==> config.mk <==
export PLATFORM = sky130hd
export DESIGN_NAME = mfp_irq_ack_flat
export DESIGN_NICKNAME = d
export VERILOG_FILES = /design/src/rtl/mfp_irq_ack_if.sv /design/src/rtl/mfp_irq_ack.sv /design/src/flat_wrapper.sv
export SDC_FILE = /design/constraint.sdc
export NUM_CORES = 1
export LEC_CHECK = 0
export CORE_MARGIN = 3
export CORE_UTILIZATION = 30
export CTS_CLUSTER_DIAMETER = 120
export DETAILED_ROUTE_END_ITERATION = 8
export DONT_BUFFER_PORTS = 1
export HOLD_SLACK_MARGIN = 0.12
export PLACE_DENSITY_LB_ADDON = 0.25
export REMOVE_ABC_BUFFERS = 1
export SLEW_MARGIN = 25
export SYNTH_ARGS = -nofsm -noshare
export SYNTH_HDL_FRONTEND = slang
export SYNTH_SLANG_ARGS = --single-unit
==> constraint.sdc <==
create_clock -name clk -period 2.3 [get_ports clk]
set_input_delay 0.23 -clock clk [delete_from_list [all_inputs] [get_ports clk]]
set_output_delay 0.23 -clock clk [all_outputs]
set_load 0.005 [all_outputs]
==> src/rtl/mfp_irq_ack_if.sv <==
// Bus between the MFP interrupt acknowledge block and its CPU/pending-bank side.
interface mfp_irq_ack_if;
   logic [15:0] ipend;
   logic [15:0] imask;
   logic [7:0]  vr;
   logic        iei_n;
   logic        iack;
   logic        isr_we;
   logic [15:0] isr_wdata;
   logic        irq_n;
   logic        ieo_n;
   logic        vec_valid;
   logic [7:0]  vector;
   logic [15:0] clr_pend;
   logic [15:0] isr;

   modport slave (
      input  ipend, imask, vr, iei_n, iack, isr_we, isr_wdata,
      output irq_n, ieo_n, vec_valid, vector, clr_pend, isr
   );

   modport master (
      output ipend, imask, vr, iei_n, iack, isr_we, isr_wdata,
      input  irq_n, ieo_n, vec_valid, vector, clr_pend, isr
   );
endinterface

==> src/rtl/mfp_irq_ack.sv <==
// 16-channel MFP interrupt priority arbiter with daisy-chain acknowledge,
// vector generation, pending-clear pulse and in-service register.
module mfp_irq_ack (
   input logic          clk,
   input logic          reset,
   mfp_irq_ack_if.slave bus
);

   typedef enum logic [1:0] {IDLE, DRIVE, PASS, WAIT} state_t;

   state_t      state, state_nxt;
   logic [15:0] elig;
   logic        win_any;
   logic [3:0]  win;
   logic        irq_n_nxt, ieo_n_nxt, vec_valid_nxt, set_isr;
   logic [7:0]  vector_nxt;
   logic [15:0] clr_nxt, isr_nxt;
   logic        unused_vr;

   assign unused_vr = ^bus.vr[2:0];

   // An in-service bit masks its own channel and every lower one.
   always_comb begin
      logic blk;
      blk  = 1'b0;
      elig = '0;
      for (int c = 15; c >= 0; c--) begin
         blk     = blk | bus.isr[c];
         elig[c] = bus.ipend[c] & bus.imask[c] & ~blk;
      end
      win_any = |elig;
      win     = '0;
      for (int c = 0; c < 16; c++)
         if (elig[c]) win = 4'(c);
   end

   always_comb begin
      state_nxt     = state;
      irq_n_nxt     = 1'b1;
      ieo_n_nxt     = 1'b1;
      vec_valid_nxt = 1'b0;
      vector_nxt    = bus.vector;
      clr_nxt       = '0;
      set_isr       = 1'b0;
      case (state)
         IDLE: begin
            if (bus.iack) begin
               if (!bus.iei_n && win_any) begin
                  state_nxt     = DRIVE;
                  vec_valid_nxt = 1'b1;
                  vector_nxt    = {bus.vr[7:4], win};
                  clr_nxt[win]  = 1'b1;
                  set_isr       = bus.vr[3];
               end else begin
                  state_nxt = PASS;
                  ieo_n_nxt = 1'b0;
               end
            end else begin
               irq_n_nxt = ~(win_any & ~bus.iei_n);
            end
         end
         DRIVE: begin
            if (!bus.iack) state_nxt = WAIT;
            else           vec_valid_nxt = 1'b1;
         end
         PASS: begin
            if (!bus.iack) state_nxt = WAIT;
            else           ieo_n_nxt = 1'b0;
         end
         WAIT: begin
            // Pending clear has landed by now, so re-arbitrate for the first IDLE cycle.
            state_nxt = IDLE;
            irq_n_nxt = ~(win_any & ~bus.iei_n);
         end
         default: state_nxt = IDLE;
      endcase
   end

   // The acknowledge set beats a simultaneous CPU clear of the same bit.
   always_comb begin
      isr_nxt = bus.isr;
      if (bus.isr_we) isr_nxt = isr_nxt & bus.isr_wdata;
      if (set_isr)    isr_nxt[win] = 1'b1;
   end

   always_ff @(posedge clk) begin
      if (reset) begin
         state         <= IDLE;
         bus.irq_n     <= 1'b1;
         bus.ieo_n     <= 1'b1;
         bus.vec_valid <= 1'b0;
         bus.vector    <= '0;
         bus.clr_pend  <= '0;
         bus.isr       <= '0;
      end else begin
         state         <= state_nxt;
         bus.irq_n     <= irq_n_nxt;
         bus.ieo_n     <= ieo_n_nxt;
         bus.vec_valid <= vec_valid_nxt;
         bus.vector    <= vector_nxt;
         bus.clr_pend  <= clr_nxt;
         bus.isr       <= bus.vr[3] ? isr_nxt : '0;
      end
   end

endmodule

==> src/flat_wrapper.sv <==
// flat-port wrapper written by rule: the top's interface ports become plain ports
module mfp_irq_ack_flat 
  (clk, reset, bus_ipend, bus_imask, bus_vr, bus_iei_n, bus_iack, bus_isr_we, bus_isr_wdata, bus_irq_n, bus_ieo_n, bus_vec_valid, bus_vector, bus_clr_pend, bus_isr);
  mfp_irq_ack_if bus_i ();
  input logic clk;
  input logic reset;
  input wire logic [$bits(bus_i.ipend)-1:0] bus_ipend;
  input wire logic [$bits(bus_i.imask)-1:0] bus_imask;
  input wire logic [$bits(bus_i.vr)-1:0] bus_vr;
  input wire logic [$bits(bus_i.iei_n)-1:0] bus_iei_n;
  input wire logic [$bits(bus_i.iack)-1:0] bus_iack;
  input wire logic [$bits(bus_i.isr_we)-1:0] bus_isr_we;
  input wire logic [$bits(bus_i.isr_wdata)-1:0] bus_isr_wdata;
  output wire logic [$bits(bus_i.irq_n)-1:0] bus_irq_n;
  output wire logic [$bits(bus_i.ieo_n)-1:0] bus_ieo_n;
  output wire logic [$bits(bus_i.vec_valid)-1:0] bus_vec_valid;
  output wire logic [$bits(bus_i.vector)-1:0] bus_vector;
  output wire logic [$bits(bus_i.clr_pend)-1:0] bus_clr_pend;
  output wire logic [$bits(bus_i.isr)-1:0] bus_isr;
  assign bus_i.ipend = bus_ipend;
  assign bus_i.imask = bus_imask;
  assign bus_i.vr = bus_vr;
  assign bus_i.iei_n = bus_iei_n;
  assign bus_i.iack = bus_iack;
  assign bus_i.isr_we = bus_isr_we;
  assign bus_i.isr_wdata = bus_isr_wdata;
  assign bus_irq_n = bus_i.irq_n;
  assign bus_ieo_n = bus_i.ieo_n;
  assign bus_vec_valid = bus_i.vec_valid;
  assign bus_vector = bus_i.vector;
  assign bus_clr_pend = bus_i.clr_pend;
  assign bus_isr = bus_i.isr;
  mfp_irq_ack u_core (.clk(clk), .reset(reset), .bus(bus_i));
endmodule
[After elaboration in Yosys (flattened, before gate mapping)]
Index checks and enable logic that the tools add are counted.
Word-level totals
  register bits: 45
  input port bits: 61
  output and inout bits: 43
  word-level logic and storage cells: 131
Operators by class
  $lt $le $gt $ge: 2
  equality and inequality tests: 5
  muxes and demuxes: 35
  bitwise gates (word level): 72
  reduce and logical (&&, ||, !) cells: 10
Operators with widths (count)
  $mux W4: 14
  $and A1 B1 Y1: 33
  $mux W16: 2
  $not A1 Y1: 22
  $and A16 B16 Y16: 1
  $or A16 B16 Y16: 1
  $reduce_or A16 Y1: 1
  $or A1 B1 Y1: 15
  $mux W1: 11
  $mux W2: 3
  $pmux W1 S2: 3
  $pmux W2 S3: 1
  $lt A4 B5 Y1 const B: 1
  $demux W1 S4: 1
  $eq A2 B2 Y1 const B: 2
  $ge A4 B1 Y1 const B: 1
  $ne A2 B2 Y1 const B: 2
  $reduce_or A2 Y1: 2
  $reduce_or A4 Y1: 1
  $reduce_and A3 Y1: 1
  $eq A2 B1 Y1 const B: 1
  $logic_and A1 B1 Y1: 2
  $logic_not A2 Y1: 1
  $reduce_and A2 Y1: 1
  $logic_not A1 Y1: 1

[Depth between registers and ports, before layout]
  word-level depth: 37
  depth in mapped cells: 7
  mapped depth without buffers: 6

[Worst setup path after synthesis]
Ideal clock, no wire load.
  kind: register -> register
  from: register u_core.bus.isr[15]
  to: register u_core.bus.vector[7]
  setup time: 0.130 ns
  arrival time: 2.064 ns
  data required time: 2.170 ns
  setup slack: 0.106 ns
  cell stages (with the launch flop): 8
  path buffers: 1
  clock period less this slack: 2.194 ns
  cells stage by stage: dfxtp_1 or4_4 o22ai_1 a211oi_2 a311oi_4 buf_6 mux2i_1 nor2_1
On the way
  word-level cells in the longest chain between the ends: 20
  elaborated cells between the ends (all ways): 50
  classes of those cells: bitwise: 47; reduce/logical: 3
Ends and longest elaborated chain
  start, declared: RTL line mfp_irq_ack_if.sv:19  | output irq_n, ieo_n, vec_valid, vector, clr_pend, isr
  start signal, assigned: RTL line mfp_irq_ack.sv:102  | bus.isr <= bus.vr[3] ? isr_nxt : '0;
  $or A1 B1 Y1 (15 in series): RTL line mfp_irq_ack.sv:28  | blk = blk | bus.isr[c];
  $not A1 Y1: RTL line mfp_irq_ack.sv:29  | elig[c] = bus.ipend[c] & bus.imask[c] & ~blk;
  $and A1 B1 Y1: RTL line mfp_irq_ack.sv:29
  $reduce_or A16 Y1 (*): RTL line mfp_irq_ack.sv:31  | win_any = |elig;
  $logic_and A1 B1 Y1 (*): RTL line mfp_irq_ack.sv:48  | if (!bus.iei_n && win_any) begin
  $reduce_and A3 Y1 (no line) (*)
  end signal, assigned: RTL line mfp_irq_ack.sv:100  | bus.vector <= vector_nxt;
  end, declared: RTL line mfp_irq_ack_if.sv:19
Every way passes the cells marked *; elsewhere a longest branch is shown, timed or not.
A chain may end at the register's enable or synchronous reset.

[Worst setup path after layout]
  from: register u_core.bus.isr[12]
  to: register u_core.bus.vector[5]
On the way
  word-level cells in the longest chain between the ends: 18
  elaborated cells between the ends (all ways): 42
  classes of those cells: bitwise: 39; reduce/logical: 3
Ends and longest elaborated chain (RTL line)
  $or A1 B1 Y1 (*): mfp_irq_ack.sv:28
  $or A1 B1 Y1 (12 in series): mfp_irq_ack.sv:28
  $not A1 Y1: mfp_irq_ack.sv:29
  $and A1 B1 Y1: mfp_irq_ack.sv:29
  $reduce_or A16 Y1 (*): mfp_irq_ack.sv:31
  $logic_and A1 B1 Y1 (*): mfp_irq_ack.sv:48
  $reduce_and A3 Y1 (no line) (*)
Marks and branches as above.

==> results.sh <==
export IMPL_outcome="finished, violations left"
export IMPL_violations="negative hold slack"
export IMPL_clockBufferDepth=2
export IMPL_gp_congestion=0.805
export IMPL_drtPass1Iterations=4
export IMPL_rr_worst_depth=8
export IMPL_path_class="register to register"
export IMPL_ys_async_sr_fraction=0
export IMPL_cts_tree="done"
export IMPL_port_buffers=0
export IMPL_overflow=0
export IMPL_drc_errors=0
export IMPL_netSwitchingPower_uw=521
export IMPL_synth_largest_area_cell="dfxtp_1"
export IMPL_grt_max_degree=19
export IMPL_clock_sinks=45
export IMPL_startpoint_type="register"
export IMPL_syn_avg_cell_area_um2=9.31
export IMPL_regArea_um2=901
export IMPL_syn_to_final_growth_pct=20.4
export IMPL_synthTopCellsByArea="dfxtp_1 39%, nand2b_1 5.2%, nand3_1 4.8%, nor2_1 4.6%, nand2_1 3.6%"
export IMPL_report_final_slew_viol_count=0
export IMPL_htree_levels=2
export IMPL_syn_area_um2=2300
export IMPL_clock_skew_ns=0.0103
export IMPL_routed_wl_um=6540
export IMPL_synth_seq_cells=45
export IMPL_slew_headroom=0.729
export IMPL_fin_cells=376
export IMPL_ir_drop_v=0.000410
export IMPL_ys_flop_type="dfxtp_1"
export IMPL_end_kind="register"
export IMPL_synth_top_area_frac=0.392
export IMPL_timing_fmax_mhz=438
export IMPL_multi_input_area_um2=1370
export IMPL_hpwlAfterDp_um=5050
export IMPL_nFillCells=770
export IMPL_maxCapViolations=0
export IMPL_crit_chain="or4_4 -> nor2_4 -> o211ai_2 -> buf_4 -> a311oi_4 -> buf_12 -> mux2i_1 -> nor2_1"
export IMPL_start_util=0.314
export IMPL_synth_warnings=0
export IMPL_synthCells=247
export IMPL_final_layout_size_suffix_gt1_frac=0.260
export IMPL_core_um2=7330
export IMPL_final_period_utilization=0.993
export IMPL_cts_clk_slew_worst_paths_ns=0.09
export IMPL_crit_fanout=12
export IMPL_cts_hold_buf=1
export IMPL_rsz0062_at_grt="yes"
export IMPL_cts_root_buf="clkbuf_8"
export IMPL_routedWlPerCell_um=17.4
export IMPL_required_ns=2.50
export IMPL_drt_first_iter_violations=103
export IMPL_worst_slew_pin_slew_ns=0.406
export IMPL_final_cell_area_um2=2770
export IMPL_setup_viol=0
export IMPL_power_leakage_uw=0.00106
export IMPL_hold_viol=10
export IMPL_final_common_cell="dfxtp_1"
export IMPL_antenna_found_initial=0
export IMPL_power_density_nw_per_um2=658
export IMPL_synth_cell_types=65
export IMPL_hold_path_cell_count=1
export IMPL_yosysSeqAreaShare=0.392
export IMPL_hp_class="input pin to register"
export IMPL_ios=104
export IMPL_numCtsBuffers=5
export IMPL_dp_cells=359
export IMPL_fin_hold_ws_ns=-0.0193
export IMPL_final_cell_mix="45 x dfxtp_1, 27 x nor2_1, 26 x buf_4, 22 x nand2_1, 22 x nand3_1"
export IMPL_seqPwrFrac=0.456
export IMPL_clock_latency_ns=0.31
export IMPL_p_int_uw=1300
export IMPL_layout_nets=341
export IMPL_switching_share=0.286
export IMPL_slowest_delay_ns=0.58
export IMPL_fin_crit_ns=2.28
export IMPL_arrival_ns=2.49
export IMPL_slowest_stage="or4_4"
export IMPL_clkPwrFrac=0.338
export IMPL_grt_pass1_wl_um=9610
export IMPL_comb_power_share=0.206
export IMPL_placed_area_um2=2530
export IMPL_die_width_um=93.5
export IMPL_synth_edf_count=0
export IMPL_rows=31
export IMPL_antenna_cells=0
export IMPL_first_global_vias=1807
export IMPL_ant_nets=0
export IMPL_grt_usage=0.144
export IMPL_vias=1925
export IMPL_fp_dieH_um=93.5
export IMPL_fp_dieArea_um2=8750
export IMPL_viasPerCell=5.12
[metal layers]
metal,vias up,global-route usage,part of all wire
li1,955,-,-
met1,893,0.185,0.44
met2,71,0.229,0.46
met3,6,0.0523,0.094
met4,0,0.0361,0.0090
met5,-,0,0
[final timing paths]
| check | from | to | slack, ns |
|---|---|---|---|
| worst max-delay path | u_core.bus.isr[12]$_SDFF_PP0_ | u_core.bus.vector[5]$_SDFFE_PP0P_ | 0.02 |
| worst max register to register | u_core.bus.isr[12]$_SDFF_PP0_ | u_core.bus.vector[5]$_SDFFE_PP0P_ | 0.02 |
| worst min-delay path | reset | u_core.bus.vector[2]$_SDFFE_PP0P_ | -0.02 |
| worst min register to register | u_core.bus.isr[9]$_SDFF_PP0_ | u_core.bus.isr[9]$_SDFF_PP0_ | 0.52 |
[registers in the layout (all words and copies together) (netlist names)]
name	cells
u_core.bus.irq_n	1
u_core.state	2
u_core.bus.vec_valid	1
u_core.bus.clr_pend	16
u_core.bus.isr	16
u_core.bus.vector	8
u_core.bus.ieo_n	1
[metrics by stage]
stage | setup WS (ns) | utilization | total power (µW) | hold WS, ns | TNS, ns
2_1_floorplan | -0.517 | - | 1090 | 0.295 | -9.34
3_3_place_gp | 0.0203 | 0.345 | 1190 | 0.298 | 0
3_5_place_dp | 0.0150 | 0.345 | 1190 | 0.299 | 0
4_1_cts | 0.0100 | 0.363 | 1810 | -0.0242 | 0
5_1_grt | -0.0923 | 0.378 | 1910 | -0.0374 | -0.656
6_report | 0.0161 | 0.378 | 1820 | -0.0193 | 0
[what timing repair did]
| item | in CTS | in global routing |
|---|---|---|
| resized for setup | 1 | 10 |
| buffers inserted | 0 | 8 |
| endpoints found under the hold margin | 12 | 11 |
| setup endpoints to repair | 1 | 29 |
| pin swaps | 0 | 7 |
[power groups by stage]
stage / clock network, µW / logic, µW / registers (µW)
4_1_cts: 635 / 346 / 831
3_5_place_dp: 0 / 342 / 848
5_1_grt: 670 / 408 / 834
3_3_place_gp: 0 / 338 / 849
6_report: 616 / 375 / 830
2_1_floorplan: 0 / 248 / 843
[cell families after synthesis]
kind of cell,count (synthesis),share of synthesized area
flops,45,0.392
buf+inv,11,0.0310
fa+ha+maj,4,0.0218
compound gates,53,0.206
mux,4,0.0174
simple gates,130,0.332
[cells in the mapped netlist, drive strengths merged, types with 2 or more instances]
master,instances
dfxtp,45
nor2,30
nand2,22
nand3,22
nand2b,19
o21ai,13
a211oi,7
nor3,6
o31ai,6
a21oi,5
nand3b,5
or2,5
and2,4
buf,4
ha,4
mux2i,4
a31oi,3
clkbuf,3
inv,3
or4,3
a21o,2
a311oi,2
and3,2
nand4bb,2
nor4,2
o211ai,2
or3,2
[layout make-up]
type	count	share of cell area
Clock inverter	3	0.0167
Inverter	3	0.00407
Multi-Input combinational cell	191	0.495
Tap cell	99	0.0448
Sequential cell	45	0.325
Timing Repair Buffer	30	0.0895
Clock buffer	5	0.0249
[worst max-delay path: cells and delay by family, from the launching register on]
family | cells | cell delay [ns]
AO/OA/AOI/OAI | 2 | 0.46
AND/OR/NAND/NOR | 3 | 0.82
buffers and inverters | 2 | 0.38
flip-flops | 1 | 0.32
multiplexers | 1 | 0.19
Power figures use the tool's default switching activity.
